[config.mk]
export PLATFORM = sky130hd
export DESIGN_NAME = fpnew_opgroup_order_arbiter
export DESIGN_NICKNAME = d
export VERILOG_FILES = /design/src/rtl/fpnew_pkg.sv /design/src/rtl/fpnew_order_fifo.sv /design/src/rtl/fpnew_opgroup_order_arbiter.sv
export SDC_FILE = /design/constraint.sdc
export NUM_CORES = 1
export LEC_CHECK = 0
export ABC_AREA = 1
export BUFFER_PORTS_ARGS = -buffer_cell sky130_fd_sc_hd__buf_2
export CORE_MARGIN = 10
export CORE_UTILIZATION = 58
export DETAILED_ROUTE_END_ITERATION = 7
export PLACE_DENSITY = 0.85
export SLEW_MARGIN = 20
export SYNTH_ARGS = -nofsm -noshare
export SYNTH_HDL_FRONTEND = slang
export SYNTH_HIERARCHICAL = 1
export SYNTH_SLANG_ARGS = --single-unit
[constraint.sdc]
create_clock -name clk_i -period 6 [get_ports clk_i]
set_input_delay 0.9 -clock clk_i [delete_from_list [all_inputs] [get_ports clk_i]]
set_output_delay 0.9 -clock clk_i [all_outputs]
set_load 0.005 [all_outputs]
[src/rtl/fpnew_pkg.sv]
// Shared opgroup definitions.
//   order_mode_e    : how a multi-slice opgroup returns results
//   order_cnt_width : bits needed to count 0..depth outstanding operations
package fpnew_pkg;

    typedef enum logic {
        ORDER_RR    = 1'b0,   // round-robin return, grant locked while stalled
        ORDER_ISSUE = 1'b1    // results leave strictly in issue order
    } order_mode_e;

    function automatic int unsigned order_cnt_width(input int unsigned depth);
        return (depth < 1) ? 1 : $clog2(depth + 1);
    endfunction

endpackage

[src/rtl/fpnew_order_fifo.sv]
// Index FIFO recording which slice each outstanding operation went to.
// Pointers wrap at Depth, so any Depth >= 1 works, not only powers of two.
//   clk_i, rst_ni : clock, async active-low reset
//   flush_i       : synchronous clear, wins over push/pop
//   push_i/data_i : enqueue a slice index (ignored when full)
//   pop_i         : dequeue the head (ignored when empty)
//   data_o        : head entry
//   full_o/empty_o/usage_o : fill status
module fpnew_order_fifo import fpnew_pkg::*; #(
    parameter int unsigned Depth    = 8,
    parameter int unsigned IdxWidth = 1,
    localparam int unsigned PtrWidth = (Depth > 1) ? $clog2(Depth) : 1,
    localparam int unsigned CntWidth = order_cnt_width(Depth)
) (
    input  logic                clk_i,
    input  logic                rst_ni,
    input  logic                flush_i,
    input  logic                push_i,
    input  logic [IdxWidth-1:0] data_i,
    input  logic                pop_i,
    output logic [IdxWidth-1:0] data_o,
    output logic                full_o,
    output logic                empty_o,
    output logic [CntWidth-1:0] usage_o
);

    logic [IdxWidth-1:0] mem_q [Depth];
    logic [PtrWidth-1:0] rd_q, rd_d, wr_q, wr_d;
    logic [CntWidth-1:0] cnt_q, cnt_d;
    logic                push_ok, pop_ok;

    function automatic logic [PtrWidth-1:0] ptr_inc(input logic [PtrWidth-1:0] p);
        return (p == PtrWidth'(Depth - 1)) ? '0 : p + 1'b1;
    endfunction

    assign full_o  = (cnt_q == CntWidth'(Depth));
    assign empty_o = (cnt_q == '0);
    assign usage_o = cnt_q;
    assign data_o  = mem_q[rd_q];

    assign push_ok = push_i & ~full_o & ~flush_i;
    assign pop_ok  = pop_i & ~empty_o & ~flush_i;

    always_comb begin
        rd_d  = rd_q;
        wr_d  = wr_q;
        cnt_d = cnt_q;
        if (flush_i) begin
            rd_d  = '0;
            wr_d  = '0;
            cnt_d = '0;
        end else begin
            if (push_ok) wr_d = ptr_inc(wr_q);
            if (pop_ok)  rd_d = ptr_inc(rd_q);
            if (push_ok && !pop_ok)      cnt_d = cnt_q + 1'b1;
            else if (pop_ok && !push_ok) cnt_d = cnt_q - 1'b1;
        end
    end

    always_ff @(posedge clk_i or negedge rst_ni) begin
        if (!rst_ni) begin
            rd_q  <= '0;
            wr_q  <= '0;
            cnt_q <= '0;
        end else begin
            rd_q  <= rd_d;
            wr_q  <= wr_d;
            cnt_q <= cnt_d;
        end
    end

    // Payload storage needs no reset: entries are only read while counted.
    always_ff @(posedge clk_i) begin
        if (push_ok) mem_q[wr_q] <= data_i;
    end

endmodule

[src/rtl/fpnew_opgroup_order_arbiter.sv]
// Dispatch / result-merge stage in front of NumSlices parallel opgroup slices.
// Ordered = ORDER_ISSUE: results leave in issue order via an index FIFO,
//   only the head slice is offered ready, zero added latency.
// Ordered = ORDER_RR: round-robin over valid slices; a stalled grant is
//   locked so data_o/idx_o stay stable until the handshake.
//   in_*        : operation handshake; in_slice_i picks the target slice
//   slice_in_*  : per-slice issue handshake
//   slice_out_* / slice_data_i : per-slice results
//   out_*, data_o, idx_o : merged result and the slice that produced it
//   occupancy_o, busy_o  : outstanding-operation count
module fpnew_opgroup_order_arbiter import fpnew_pkg::*; #(
    parameter int unsigned NumSlices = 5,
    parameter int unsigned Depth     = 8,
    parameter order_mode_e Ordered   = ORDER_ISSUE,
    parameter type         DataType  = logic,
    localparam int unsigned IdxWidth = (NumSlices > 1) ? $clog2(NumSlices) : 1,
    localparam int unsigned CntWidth = order_cnt_width(Depth)
) (
    input  logic                          clk_i,
    input  logic                          rst_ni,
    input  logic                          flush_i,
    input  logic                          in_valid_i,
    output logic                          in_ready_o,
    input  logic [IdxWidth-1:0]           in_slice_i,
    output logic [NumSlices-1:0]          slice_in_valid_o,
    input  logic [NumSlices-1:0]          slice_in_ready_i,
    input  logic [NumSlices-1:0]          slice_out_valid_i,
    output logic [NumSlices-1:0]          slice_out_ready_o,
    input  DataType [NumSlices-1:0]       slice_data_i,
    output logic                          out_valid_o,
    input  logic                          out_ready_i,
    output DataType                       data_o,
    output logic [IdxWidth-1:0]           idx_o,
    output logic [CntWidth-1:0]           occupancy_o,
    output logic                          busy_o
);

    logic                full, empty, push, pop, sel_in_ready;
    logic [CntWidth-1:0] occ;

    // An out-of-range in_slice_i matches no k, so sel_in_ready stays 0 and
    // the operation is never accepted.
    always_comb begin
        sel_in_ready     = 1'b0;
        slice_in_valid_o = '0;
        for (int k = 0; k < NumSlices; k++) begin
            if (in_slice_i == IdxWidth'(k)) begin
                sel_in_ready        = slice_in_ready_i[k];
                slice_in_valid_o[k] = in_valid_i & ~full & ~flush_i;
            end
        end
    end

    // Full blocks issue even if a pop happens this cycle: no ready path
    // from out_ready_i back to in_ready_o.
    assign push        = in_valid_i & sel_in_ready & ~full & ~flush_i;
    assign in_ready_o  = push;
    assign occupancy_o = occ;
    assign busy_o      = (occ != '0);
    assign pop         = out_valid_o & out_ready_i;

    if (Ordered == ORDER_ISSUE) begin : gen_issue
        logic [IdxWidth-1:0] head;

        fpnew_order_fifo #(
            .Depth    (Depth),
            .IdxWidth (IdxWidth)
        ) i_order_fifo (
            .clk_i   (clk_i),
            .rst_ni  (rst_ni),
            .flush_i (flush_i),
            .push_i  (push),
            .data_i  (in_slice_i),
            .pop_i   (pop),
            .data_o  (head),
            .full_o  (full),
            .empty_o (empty),
            .usage_o (occ)
        );

        // Only the oldest operation's slice may hand over; a younger slice
        // with a finished result simply waits for its turn.
        always_comb begin
            out_valid_o       = 1'b0;
            data_o            = '0;
            idx_o             = head;
            slice_out_ready_o = '0;
            for (int k = 0; k < NumSlices; k++) begin
                if (head == IdxWidth'(k)) begin
                    out_valid_o          = ~empty & slice_out_valid_i[k] & ~flush_i;
                    data_o               = slice_data_i[k];
                    slice_out_ready_o[k] = ~empty & out_ready_i;
                end
            end
        end
    end else begin : gen_rr
        logic [CntWidth-1:0] cnt_q, cnt_d;
        logic [IdxWidth-1:0] rr_q, rr_d, lock_idx_q, lock_idx_d, grant;
        logic                lock_q, lock_d, found;
        int                  cand;

        assign occ   = cnt_q;
        assign full  = (cnt_q == CntWidth'(Depth));
        assign empty = (cnt_q == '0);

        // Scan downwards so the candidate closest to rr_q is written last
        // and therefore wins.
        always_comb begin
            found = 1'b0;
            grant = rr_q;
            cand  = 0;
            if (lock_q) begin
                grant = lock_idx_q;
                for (int k = 0; k < NumSlices; k++)
                    if (lock_idx_q == IdxWidth'(k)) found = slice_out_valid_i[k];
            end else begin
                for (int i = int'(NumSlices) - 1; i >= 0; i--) begin
                    cand = (int'(rr_q) + i) % int'(NumSlices);
                    if (slice_out_valid_i[cand]) begin
                        found = 1'b1;
                        grant = IdxWidth'(cand);
                    end
                end
            end
        end

        // A result cannot exist without an outstanding operation, so empty
        // also masks valid (keeps the counter from underflowing).
        always_comb begin
            out_valid_o       = found & ~empty & ~flush_i;
            data_o            = '0;
            idx_o             = grant;
            slice_out_ready_o = '0;
            for (int k = 0; k < NumSlices; k++) begin
                if (grant == IdxWidth'(k)) begin
                    data_o               = slice_data_i[k];
                    slice_out_ready_o[k] = out_valid_o & out_ready_i;
                end
            end
        end

        always_comb begin
            cnt_d      = cnt_q;
            rr_d       = rr_q;
            lock_d     = lock_q;
            lock_idx_d = lock_idx_q;
            if (flush_i) begin
                cnt_d      = '0;
                rr_d       = '0;
                lock_d     = 1'b0;
                lock_idx_d = '0;
            end else begin
                if (push && !pop)      cnt_d = cnt_q + 1'b1;
                else if (pop && !push) cnt_d = cnt_q - 1'b1;
                if (pop) begin
                    lock_d = 1'b0;
                    rr_d   = (grant == IdxWidth'(NumSlices - 1)) ? '0 : grant + 1'b1;
                end else if (out_valid_o) begin
                    lock_d     = 1'b1;
                    lock_idx_d = grant;
                end
            end
        end

        always_ff @(posedge clk_i or negedge rst_ni) begin
            if (!rst_ni) begin
                cnt_q      <= '0;
                rr_q       <= '0;
                lock_q     <= 1'b0;
                lock_idx_q <= '0;
            end else begin
                cnt_q      <= cnt_d;
                rr_q       <= rr_d;
                lock_q     <= lock_d;
                lock_idx_q <= lock_idx_d;
            end
        end
    end

`ifndef SYNTHESIS
    a_no_pop_empty : assert property (@(posedge clk_i) disable iff (!rst_ni)
        pop |-> !empty);
    a_valid_le_occ : assert property (@(posedge clk_i) disable iff (!rst_ni)
        (Ordered != ORDER_ISSUE) || ($countones(slice_out_valid_i) <= int'(occ)));
    a_slice_range  : assert property (@(posedge clk_i) disable iff (!rst_ni)
        in_valid_i |-> (int'(in_slice_i) < int'(NumSlices)));
`endif

endmodule
==> flow_summary.json, run 1 <==
{
  "drtIter0Drc": 137,
  "critical-path-max-stage-delay_ps": 510,
  "grt_usage_pct": 15.46,
  "cts_resized": 0,
  "postPlaceCellArea_mm2": 0.002210,
  "synth-edff-count": 24,
  "hp-class": "primary input to asynchronous set/reset pin",
  "slew_viol_final": 0,
  "first_global_vias": 1646,
  "synthMuxAreaShare_pct": 0,
  "wl_per_cell_um": 14.44,
  "antenna_left": 0,
  "cp_top_family": "compound AO/OA/AOI/OAI gates",
  "htreeDepth": 2,
  "synth_nets": 259,
  "final_nets": 307,
  "fin_setup_tns_ps": 0,
  "synth_ff_type": "edfxtp_1",
  "yosysSeqAreaShare_pct": 49.81,
  "pin_count": 44,
  "clkSinkCount": 34,
  "grt_pass1_wl_um": 7583,
  "powerDensity_mw_per_mm2": 292.9,
  "cts_setup_buffers": 0,
  "post-dp-hpwl_um": 3697,
  "finish.utilization_pct": 74.04,
  "clock-root-buffer": "clkbuf_4",
  "rsz0062_at_grt": "no",
  "postCtsHoldBufs": 0,
  "synth_top_family_by_area": "simple AND/OR/NAND/NOR gates",
  "routed_via_density": 5.335,
  "synth_area_mm2": 0.001949,
  "required_ps": 5100,
  "synth_cell_types": 28,
  "postSynthCellCount": 229,
  "end_kind": "output pin",
  "cts.path.max_buffers": 2,
  "drt_pass1_iterations": 4,
  "io_buffers": 43,
  "leakagePower_nw": 1.091,
  "yosys.area_share.adder_pct": 4.878,
  "insertion_delay_ps": 340,
  "synth_area_leader_cell": "edfxtp_1",
  "arrival_ps": 2710,
  "synthTopCellsByArea": "edfxtp_1 (37%), dfrtp_1 (13%), nand2_1 (7.1%)",
  "synth_xor_xnor_area_share_pct": 0.4493,
  "worstMarginPinSlew_ps": 651.6,
  "drive_gt1_share_pct": 26.62,
  "min_period_ps": 3606,
  "ys.warnings.count": 6,
  "place_congestion": 0.9819,
  "ir_drop_mv": 0.2659,
  "dieArea_mm2": 0.006080,
  "area_growth_pct": 18.81,
  "cp_common_cell": "inv_1",
  "async_flop_share_pct": 29.41,
  "synth_simple_gate_area_share_pct": 27.15,
  "synth_area_per_cell_um2": 8.513,
  "outcome": "complete, no violations",
  "setup_viol": 0,
  "synth-compound-area-share_pct": 9.756,
  "synth_seq_cells": 34,
  "cap_viol_max_count": 0,
  "num_antenna_cells": 0,
  "crit_fanout": 14,
  "core_mm2": 0.003128,
  "fp.dieH_um": 77.98,
  "max_freq_mhz": 277.3,
  "cts.clk_slew.worst_paths_ps": 100,
  "start_util_pct": 62.32,
  "min_period_over_period_pct": 60.11,
  "cts_tree": "done",
  "synth_top_area_share_pct": 36.97,
  "wirelength_um": 4651,
  "gr-total-overflow": 0,
  "row_count": 20,
  "crit_type": "flip-flop to output pin",
  "antenna_found_initial": 0,
  "cts-buffers-inserted": 5,
  "cp-start-kind": "flip-flop",
  "vias": 1718,
  "die_x_um": 77.98,
  "drc_errors": 0,
  "relSlewSlack_pct": 56.36,
  "crit_buf_inv": 5,
  "hold_viol": 0,
  "grt_max_degree": 15,
  "crit_slowest_cell": "dfrtp_1",
  "worstPathCellList": "inv_1 > nor2_1 > o21ai_0 > a21oi_1 > a31oi_1 > nand3_1 > inv_1 > nand2_1 > nand2_1 > inv_1 > nand2_2 > nand2_2 > inv_1 > buf_2",
  "finClkSkew_ps": 4.835,
  "fin_area_mm2": 0.002316
}
[cell type report]
| type | count | area (µm²) |
|---|---|---|
| clock inverters | 3 | 68.82 |
| multi-input cells | 158 | 823.3 |
| clock buffers | 5 | 37.54 |
| well taps | 44 | 55.05 |
| flip-flops and latches | 34 | 970.9 |
| fillers | 233 | 812.0 |
| inverters | 35 | 145.1 |
| repair buffers | 43 | 215.2 |
[final timing paths]
| check | startpoint | endpoint | slack [ps] | cells past startpoint |
|---|---|---|---|---|
| min in group clk_i | gen_issue.i_order_fifo/usage_o[3] | gen_issue.i_order_fifo/usage_o[3] | 590 | 2 |
| worst max-delay path | gen_issue.i_order_fifo/rd_q[0] | out_valid_o | 2390 | 14 |
| worst max register to register | gen_issue.i_order_fifo/rd_q[0] | gen_issue.i_order_fifo/usage_o[3] | 2450 | 24 |
| max in group asynchronous | rst_ni | gen_issue.i_order_fifo/usage_o[2] | 5370 | 1 |
| worst min-delay path | rst_ni | gen_issue.i_order_fifo/rd_q[0] | 420 | 1 |
| worst min register to register | gen_issue.i_order_fifo/usage_o[3] | gen_issue.i_order_fifo/usage_o[3] | 590 | 2 |
[cell usage in the layout, fill, tap and decap left out, types with 3 or more instances in the layout]
cell      count
nand3_1      15
dfrtp_1      10
a31oi_1       3
nand2_1      37
o21ai_0      18
inv_2         4
a21oi_1       6
nor2_1       35
nand2_2       8
edfxtp_1     24
buf_2        43
nor2_2        7
inv_1        30
nand4_1       3
o21ai_1       6
ha_1          6
clkbuf_4      5
[synth_stat cells (all sizes together), types with 3 or more instances]
library cell	instances
nand2	46
nor2	42
inv	34
edfxtp	24
o21ai	24
nand3	17
dfrtp	10
a21oi	6
ha	6
a31oi	3
nand4	3
[sequential cells by signal, indices dropped and copies added, names as in the netlist]
signal,count
gen_issue.i_order_fifo/rd_q,3
gen_issue.i_order_fifo/usage_o,4
gen_issue.i_order_fifo/wr_q,3
gen_issue.i_order_fifo/mem_q,24
[per-stage QoR]
step | instances | setup WS (ps) | hold WS (ps) | total power [W]
6_report | 322 | 2394 | 417.5 | 0.0006784
3_3_place_gp | 314 | 2659 | 561.7 | 0.0004702
4_1_cts | 322 | 2381 | 405.4 | 0.0006852
5_1_grt | 322 | 2044 | 391.8 | 0.0007253
2_1_floorplan | 229 | 3018 | 540.3 | 0.0004123
3_5_place_dp | 314 | 2504 | 566.7 | 0.0004761
[power breakdown]
part           total, W  switching, W  internal (W)  leakage (nW)
registers      0.000286     0.0000217      0.000264         0.351
logic          0.000186      0.000113     0.0000725         0.685
clock network  0.000207     0.0000767      0.000130        0.0554
total          0.000678      0.000212      0.000467          1.09
[metal layers]
| layer | part of all wire, % | track usage, % | vias to the layer above | wire, µm |
|---|---|---|---|---|
| li1 | - | - | 862 | - |
| met1 | 41 | 18.39 | 779 | 1928 |
| met2 | 46 | 23.96 | 65 | 2156 |
| met3 | 9.3 | 4.954 | 12 | 434 |
| met4 | 2.8 | 9.140 | 0 | 132 |
| met5 | 0 | 0 | - | 0 |
[kinds of logic (layout without fill, tap and decap cells)]
kind of cell / Yosys count / in the layout
buffers and inverters: 37 / 86
flip-flops: 34 / 34
XOR/XNOR: 1 / 1
AO/OA/AOI/OAI: 36 / 36
AND/OR/NAND/NOR: 114 / 114
adder cells (fa/ha/maj): 7 / 7
Note: power is estimated with default switching activity, not from simulation.
==> inputs of run 2 (changes only) <==
--- a/config.mk
+++ b/config.mk
@@ -8,9 +8,9 @@
 export ABC_AREA = 1
 export BUFFER_PORTS_ARGS = -buffer_cell sky130_fd_sc_hd__buf_2
 export CORE_MARGIN = 10
-export CORE_UTILIZATION = 58
+export CORE_UTILIZATION = 48
 export DETAILED_ROUTE_END_ITERATION = 7
-export PLACE_DENSITY = 0.85
+export PLACE_DENSITY = 0.75
 export SLEW_MARGIN = 20
 export SYNTH_ARGS = -nofsm -noshare
 export SYNTH_HDL_FRONTEND = slang
==> constraint.sdc (replaced) <==
create_clock -name clk_i -period 3.08 [get_ports clk_i]
set_input_delay 0.462 -clock clk_i [delete_from_list [all_inputs] [get_ports clk_i]]
set_output_delay 0.462 -clock clk_i [all_outputs]
set_load 0.005 [all_outputs]
==> run 2 against run 1 <==
  * Flip-flop and latch count stayed put
  * Clock skew is 1.5 ps higher
  * Register-to-register slack got worse by 2200 ps
  * Power increased by 110%
  * Critical path depth grew 8
  * Via count grew 0.58%
  * Global-route usage is 2.7 points lower
  * Die area grew 15%
  * Non-clock buffer count is 17 higher
  * Critical path type is now flip-flop to flip-flop
==> flow_summary.json, run 2 (synthesized netlist as in run 1, its figures left out) <==
{
  "outcome": "complete, no violations",
  "cp_top_family": "simple AND/OR/NAND/NOR gates",
  "first_global_vias": 1686,
  "insertion_delay_ps": 280,
  "crit_buf_inv": 5,
  "rr_startpoint": "gen_issue.i_order_fifo/rd_q[0]",
  "grt_pass1_wl_um": 7521,
  "wirelength_um": 4717,
  "fin_setup_tns_ps": 0,
  "cts-buffers-inserted": 5,
  "start_util_pct": 49.09,
  "area_growth_pct": 29.59,
  "dp_slack_ps": 54.56,
  "cp-start-kind": "flip-flop",
  "ir_drop_mv": 0.3957,
  "largest_register": "gen_issue.i_order_fifo/mem_q",
  "post-dp-hpwl_um": 3525,
  "antenna_found_initial": 0,
  "vias": 1728,
  "fin_area_mm2": 0.002526,
  "cap_viol_max_count": 0,
  "finClkSkew_ps": 6.340,
  "hold_viol": 0,
  "routed_via_density": 5.023,
  "drive_gt1_share_pct": 33.67,
  "dp_cells": 329,
  "crit_type": "flip-flop to flip-flop",
  "postPlaceCellArea_mm2": 0.002285,
  "arrival_ps": 3020,
  "crit_slowest_cell": "dfrtp_1",
  "grt_max_degree": 14,
  "ff2ff_path_depth": 22,
  "cp_common_cell": "nand2_1",
  "final_common_cell": "buf_2",
  "crit_fanout": 7,
  "drtIter0Drc": 85,
  "wl_per_cell_um": 13.71,
  "min_period_ps": 2846,
  "relSlewSlack_pct": 81.73,
  "postCtsHoldBufs": 0,
  "required_ps": 3260,
  "row_count": 23,
  "min_period_over_period_pct": 92.39,
  "rsz0062_at_grt": "yes",
  "r2r-end": "gen_issue.i_order_fifo/usage_o[3]",
  "antenna_left": 0,
  "gr-total-overflow": 0,
  "num_antenna_cells": 0,
  "cts.path.max_buffers": 2,
  "drc_errors": 0,
  "worstMarginPinSlew_ps": 273.0,
  "core_mm2": 0.003971,
  "clkSinkCount": 34,
  "dieArea_mm2": 0.007010,
  "power_w": 0.001392,
  "fin_cells": 344,
  "cts_tree": "done",
  "slew_viol_final": 0,
  "final_nets": 324,
  "critical-path-max-stage-delay_ps": 400,
  "cts.clk_slew.worst_paths_ps": 70,
  "setup_viol": 0,
  "largest_reg_flops": 24,
  "htreeDepth": 2,
  "pin_count": 44,
  "powerDensity_mw_per_mm2": 551.1,
  "end_kind": "flip-flop",
  "worstPathCellList": "inv_2 > buf_4 > o21ai_0 > a31oi_1 > buf_4 > nor2_4 > nand2_2 > o211ai_1 > inv_1 > nand2_2 > nor2_4 > nand2_4 > nand3_4 > ha_4 > a21oi_2 > nand3_1 > nand2_1 > inv_1 > nand2_1 > nand2_1 > nand2_1 > nand2_1",
  "grt_usage_pct": 12.72,
  "max_freq_mhz": 351.4,
  "fp.dieH_um": 83.73,
  "io_buffers": 43,
  "drt_pass1_iterations": 4,
  "clock-root-buffer": "clkbuf_8",
  "final_cell_mix": "buf_2 (43), nand2_1 (37), nor2_1 (34), inv_1 (29), edfxtp_1 (24)",
  "layout_setup_ws_ps": 234.3,
  "reg2reg_setup_slack_ps": 230,
  "die_x_um": 83.73,
  "leakagePower_nw": 1.178,
  "place_congestion": 0.8789,
  "hp-class": "primary input to asynchronous set/reset pin"
}
run 2: cell count changes in the layout (fill, tap and decap cells not counted), sizes merged:
cell	delta
bufinv	-1
buf	+17
run 2: report_power, final:
part	internal (W)	switching, W	leakage (nW)
Combinational	0.000201	0.000256	0.775
Clock	0.000234	0.000146	0.0517
Sequential	0.000515	0.0000410	0.351
run 2: area by class of cell:
type,count,area (µm²)
multi-input combinational,158,894.6
fill,335,1445
sequential,34,970.9
tap,50,62.56
clock inverter,2,33.78
clock buffer,5,68.82
timing repair buffer,60,350.3
inverter,35,145.1
run 2: through the flow:
stage | hold slack [ps] | util [%]
CTS | 44.12 | 60.11
global placement | 347.1 | 57.53
floorplan | 166.4 | -
finish | 44.31 | 63.61
global route | 48.11 | 63.61
detailed placement | 350.3 | 57.53
run 2: worst max-delay path by stage:
stage | endpoint | from | depth (start not counted)
floorplan | gen_issue.i_order_fifo/usage_o[3] | gen_issue.i_order_fifo/rd_q[0] | 25
global placement | gen_issue.i_order_fifo/usage_o[3] | gen_issue.i_order_fifo/rd_q[0] | 23
detailed placement | gen_issue.i_order_fifo/usage_o[3] | gen_issue.i_order_fifo/rd_q[0] | 23
CTS | gen_issue.i_order_fifo/usage_o[3] | gen_issue.i_order_fifo/rd_q[0] | 23
global route | gen_issue.i_order_fifo/usage_o[3] | gen_issue.i_order_fifo/rd_q[0] | 24
finish | gen_issue.i_order_fifo/usage_o[3] | gen_issue.i_order_fifo/rd_q[0] | 22
run 2: routing by layer:
metal | share of wire, % | vias up | track usage (%)
li1 | - | 890 | -
met1 | 43 | 786 | 14.53
met2 | 48 | 45 | 20.91
met3 | 6.4 | 7 | 4.199
met4 | 2.1 | 0 | 5.936
met5 | 0 | - | 0
run 2: what timing repair did:
action                     4_1_cts  5_1_grt
setup endpoints to repair        0        3
gates resized for setup          0       21
setup buffers                    0        7
